`src/rtl/fetch_pkg.sv`:
```
// Shared constants and state encoding for the instruction fetch controller.
package fetch_pkg;
  localparam int FETCH_ADDR_W = 16;
  localparam int FETCH_DATA_W = 16;

  localparam logic [3:0] OPC_JMP  = 4'hE;
  localparam logic [3:0] OPC_HALT = 4'hF;

  typedef enum logic [1:0] {IDLE, FETCH, HALTED} fetch_state_t;
endpackage

```
`src/rtl/fetch_controller.sv`:
```
// Fetch sequencer: steers prog_counter's load port, resolves JMP/HALT/branch
// redirects and presents fetched words to execute over valid/ready.
module fetch_controller
  import fetch_pkg::*;
#(
  parameter int ADDR_W = FETCH_ADDR_W,
  parameter int DATA_W = FETCH_DATA_W
) (
  input  logic              sys_clk,
  input  logic              reset_raw,
  input  logic              run,
  input  logic [ADDR_W-1:0] pc_addr,
  input  logic [DATA_W-1:0] mem_data,
  output logic              pc_load_enable,
  output logic [ADDR_W-1:0] pc_load_data,
  input  logic              branch_req,
  input  logic [ADDR_W-1:0] branch_target,
  output logic [DATA_W-1:0] instr,
  output logic [ADDR_W-1:0] instr_addr,
  output logic              instr_valid,
  input  logic              instr_ready,
  output logic              halted
);

  fetch_state_t state, state_nxt;

  logic [3:0]        opc;
  logic              is_jmp, is_halt, slot_free;
  logic [ADDR_W-1:0] jmp_target;

  assign opc        = mem_data[DATA_W-1 -: 4];
  assign is_jmp     = (opc == OPC_JMP);
  assign is_halt    = (opc == OPC_HALT);
  assign jmp_target = ADDR_W'(mem_data[11:0]);
  assign slot_free  = !instr_valid || instr_ready;

  always_ff @(posedge sys_clk) begin
    if (!reset_raw) state <= IDLE;
    else            state <= state_nxt;
  end

  always_comb begin
    state_nxt = state;
    unique case (state)
      IDLE:   if (run) state_nxt = FETCH;
      FETCH: begin
        if (branch_req || !slot_free) state_nxt = FETCH;
        else if (!run)                state_nxt = IDLE;
        else if (is_halt)             state_nxt = HALTED;
      end
      HALTED: state_nxt = HALTED;
      default: state_nxt = IDLE;
    endcase
  end

  // Counter port defaults to hold; only a plain fetch lets it increment.
  always_comb begin
    pc_load_enable = 1'b1;
    pc_load_data   = pc_addr;
    if (state == FETCH) begin
      if (branch_req)                     pc_load_data   = branch_target;
      else if (!slot_free || !run)        pc_load_data   = pc_addr;
      else if (is_jmp)                    pc_load_data   = jmp_target;
      else if (!is_halt)                  pc_load_enable = 1'b0;
    end
  end

  always_ff @(posedge sys_clk) begin
    if (!reset_raw) begin
      instr       <= '0;
      instr_addr  <= '0;
      instr_valid <= 1'b0;
      halted      <= 1'b0;
    end else begin
      halted <= (state_nxt == HALTED);
      if (state == FETCH) begin
        if (branch_req) begin
          instr_valid <= 1'b0;
        end else if (slot_free) begin
          if (!run || is_jmp || is_halt) begin
            instr_valid <= 1'b0;
          end else begin
            instr       <= mem_data;
            instr_addr  <= pc_addr;
            instr_valid <= 1'b1;
          end
        end
      end else if (instr_ready) begin
        instr_valid <= 1'b0;
      end
    end
  end

endmodule

```
`config.mk`:
```
export PLATFORM = sky130hd
export DESIGN_NAME = fetch_controller
export DESIGN_NICKNAME = d
export VERILOG_FILES = /design/src/rtl/fetch_pkg.sv /design/src/rtl/fetch_controller.sv
export SDC_FILE = /design/constraint.sdc
export NUM_CORES = 1
export LEC_CHECK = 0
export CAP_MARGIN = 20
export CORE_ASPECT_RATIO = 1.5
export CORE_MARGIN = 2
export CORE_UTILIZATION = 38
export CTS_BUF_LIST = sky130_fd_sc_hd__clkbuf_4 sky130_fd_sc_hd__clkbuf_8 sky130_fd_sc_hd__clkbuf_16
export CTS_CLUSTER_DIAMETER = 150
export CTS_CLUSTER_SIZE = 12
export DETAILED_ROUTE_END_ITERATION = 7
export PLACE_DENSITY = 0.81
export SYNTH_ARGS = -nofsm -noshare
export SYNTH_HDL_FRONTEND = slang
export SYNTH_SLANG_ARGS = --single-unit
```
`constraint.sdc`:
```
create_clock -name sys_clk -period 2 [get_ports sys_clk]
set_clock_uncertainty 0.1 [all_clocks]
set_input_delay 0.4 -clock sys_clk [delete_from_list [all_inputs] [get_ports sys_clk]]
set_output_delay 0.4 -clock sys_clk [all_outputs]
set_load 0.01 [all_outputs]
```
==> results.txt, run 1 <==
----------------------------------------------------
[Flow run]
  Max-cap violations ... 0

[Critical path]
  Count of buffering cells on the critical path with inverters included ... 2
  Required time worst endpoint ... 1500 ps
  Critical Path End Type ... primary output
  CP startpoint kind ... flop
  Critical Path Slowest Stage Cell ... sky130_fd_sc_hd__dfxtp_2
  WS Path Type ... flop to primary output
  Data arrival, critical path ... 1640 ps
  Cell chain of the critical path ... nor2b_4 -> and2_4 -> a31o_4 -> buf_12 -> o221a_4 -> buf_6
  Cell class contributing the biggest share of worst-path delay ... compound AO/OA/AOI/OAI gates
  Largest driver fanout on the critical path ... 5
  Crit path largest cell delay ... 320 ps

[Global route]
  Initial antenna violation count ... 0
  Via count of the first global-routing pass ... 1888
  Maximum number of pins on one net before global-route repair ... 66
  Wire length of the first global-routing pass ... 8960 um
  Grt total ovfl ... 0
  Total global routing track utilization ... 0.224

[Floorplan]
  Die Width ... 59.8 um
  Starting Density ... 0.394
  Io pins ... 104
  Die area ... 5250 sq um
  Floorplan die height ... 87.7 um
  CORE AREA ... 4500 sq um
  # rows ... 30

[STA]
  Count of final max-slew check failures ... 0
  Final setup viols ... 17
  Final worst-path setup slack ... -145 ps
  Max Freq ... 466 MHz
  Time the final worst path needs with I/O delays and setup ... 2140 ps
  Transition at the pin with the smallest max-transition slack ... 531 ps
  Relative max-transition margin ... 0.646
  Fin Setup TNS ... -852 ps
  Post-route fraction of the period consumed by the critical path ... 1.07
  Hold WS ... 356 ps
  Setup repair after global routing missed its margin ... true
  Number of endpoints with negative hold slack in the final report ... 0

[Cells and area]
  Fraction of final layout cells with drive strength greater than 1 ... 0.293
  Area growth from synthesis to layout ... 87.2%
  Post-layout net count ... 393
  Diode insertion count for antenna repair ... 0

[Synthesis]
  Syn Std Cell Area ... 1780 sq um
  Syn avg cell area ... 9.10 sq um
  Syn nets ... 248
  Top cell type's share of synthesized area ... 0.406
  Mapped Cells ... 195
  Synthesis Warnings ... 0
  Fraction of the yosys area taken by sequential cells ... 0.406
  Synth cell types ... 28
  Count of state elements after synthesis ... 36
  Cell taking the most area after synthesis ... sky130_fd_sc_hd__dfxtp_1
  Leading post-synthesis cells by cell area ... sky130_fd_sc_hd__dfxtp_1, sky130_fd_sc_hd__mux2i_1, sky130_fd_sc_hd__nand2_1, sky130_fd_sc_hd__o221a_1, sky130_fd_sc_hd__nand2b_1

[Outcome]
  Status ... complete, but fails checks
  Violations in the final reports ... negative setup slack

[Detailed routing]
  Number of nets still failing antenna checks after routing ... 0
  Post-DR vias/cell ... 5.01
  Overall routed net length ... 5890 um
  Initial DRC Count ... 75
  Pre-antenna DRT Iters ... 4
  Number of DRC violations after detailed routing ... 0
  Detail-routed net length per standard cell ... 15.1 um
  Total via count after detailed routing ... 1950

[CTS]
  Clock-pin transition on the worst setup and hold timing paths ... 70 ps
  H-tree depth ... 2
  Clk Tree Root Cell ... sky130_fd_sc_hd__clkbuf_8
  Maximum clock insertion buffer count ... 2
  Clock tree from TritonCTS ... yes
  Cts bufs inserted ... 5
  Clock latency of the later-clocked register in the worst-skew pair ... 290 ps
  Clock Sinks ... 36

[Placement]
  Placed wire-length estimate after detailed placement ... 3990 um
  Placer congestion estimate ... 0.828
  Input/output buffers ... 103

[Power]
  Maximum vdd ir drop ... 0.000437 V
  Static leakage ... 1.32 nW
  Total power density per cell area ... 522 nW/um^2
  Power Total ... 1.73 mW

[Min path]
  Type of the most critical hold path ... flop to flop

----------------------------------------------------
-- worst reg2reg max path, stage by stage (launching register included) --
cell,delay (ps)
sky130_fd_sc_hd__dfxtp_2,330
sky130_fd_sc_hd__nor2b_4,160
sky130_fd_sc_hd__buf_4,140
sky130_fd_sc_hd__buf_4,110
sky130_fd_sc_hd__and4_2,220
sky130_fd_sc_hd__buf_4,460
sky130_fd_sc_hd__mux2i_1,260
-- cell type report --
cell class | instances | area, sq um
fillers | 341 | 1180
clock buffers | 7 | 90.1
clock inverters | 1 | 7.51
multi-input cells | 143 | 1060
inverters | 2 | 7.51
repair buffers | 152 | 1370
flip-flops and latches | 36 | 724
well taps | 48 | 60.1
-- cell usage after synthesis, drive strengths merged --
| cell type | number |
|---|---|
| nand4b | 1 |
| nand2 | 61 |
| a31oi | 2 |
| clkbuf | 7 |
| nand3 | 3 |
| o22ai | 1 |
| nand2b | 13 |
| a31o | 1 |
| inv | 2 |
| nor2b | 2 |
| nor3b | 2 |
| mux2i | 29 |
| dfxtp | 36 |
| and2 | 3 |
| a21oi | 1 |
| and3 | 1 |
| o21ai | 1 |
| and4 | 1 |
| buf | 8 |
| a22o | 4 |
| o221a | 15 |
| nor2 | 1 |
-- power breakdown --
group          total (mW)  internal, mW  switching [mW]
Clock               0.555         0.294           0.261
Combinational       0.434         0.266           0.169
Sequential          0.746         0.736         0.00994
-- stage by stage --
step                utilization  area [sq um]  instances  setup slack [ps]
finish                    0.738          3320        389              -145
global route              0.738          3320        389              -184
CTS                       0.730          3290        388              -148
detailed placement        0.683          3080        370              -868
global placement          0.683          3080        370              -790
floorplan                     -          1780        195               167
-- flip-flops by register name (all words and copies together), names as in the netlist --
register and cells:
instr_addr 16, halted 1, state 2, instr_valid 1, instr 16
-- logic make-up after synthesis --
family	share of synthesized area
AO/OA/AOI/OAI	0.141
buffers and inverters	0.0564
flip-flops	0.406
multiplexers	0.163
AND/OR/NAND/NOR	0.233
-- placed cells by master, fill, tap and decap left out, drive strengths merged --
cell           synthesis  routed
nand4b                 1       1
a31o                   1       2
nand3                  3       3
o221a                 15      15
clkinvlp               0       1
clkdlybuf4s15          0       1
buf                    8      71
nand2b                13      13
o21ai                  1       1
dfxtp                 36      36
and4                   1       1
and3                   1       1
dlygate4sd2            0       2
mux2i                 29      29
nor3b                  2       2
clkbuf                 7       7
and2                   3       3
a22o                   4       4
nor2                   1       1
nor2b                  2       2
a21oi                  1       1
clkdlybuf4s50          0      78
inv                    2       2
a31oi                  2       2
o22ai                  1       1
nand2                 61      61
-- layer usage --
metal	track usage	vias up	part of all wire
met4	0.0707	0	0.016
met3	0.0399	8	0.059
li1	-	975	-
met5	0	-	0
met2	0.426	73	0.53
met1	0.240	894	0.39
-- path summary, 6_finish.rpt --
check / from / endpoint / slack, ps / depth (start not counted)
setup reg to reg: state[0]$_SDFF_PN0_ / instr_addr[9]$_SDFFE_PN0P_ / 140 / 6
setup / recovery: state[0]$_SDFF_PN0_ / pc_load_data[0] / -140 / 6
hold reg to reg: instr_addr[4]$_SDFFE_PN0P_ / instr_addr[4]$_SDFFE_PN0P_ / 360 / 2
hold / removal: instr_addr[4]$_SDFFE_PN0P_ / instr_addr[4]$_SDFFE_PN0P_ / 360 / 2
-- what timing repair did --
item / in CTS / in global routing
buffers inserted: 8 / 3
hold buffers: 0 / 0
pin swaps: 11 / 3
resized for setup: 117 / 5
endpoints found under the setup margin: 17 / 17
gates cloned: 2 / 0
Note: power is estimated with default switching activity, not from simulation.
==> run 2: changes to the inputs <==
CTS_CLUSTER_DIAMETER = 120   (was 150)
==> results of run 2 <==
The final DEF is identical to that of run 1; final timing and power are the same.
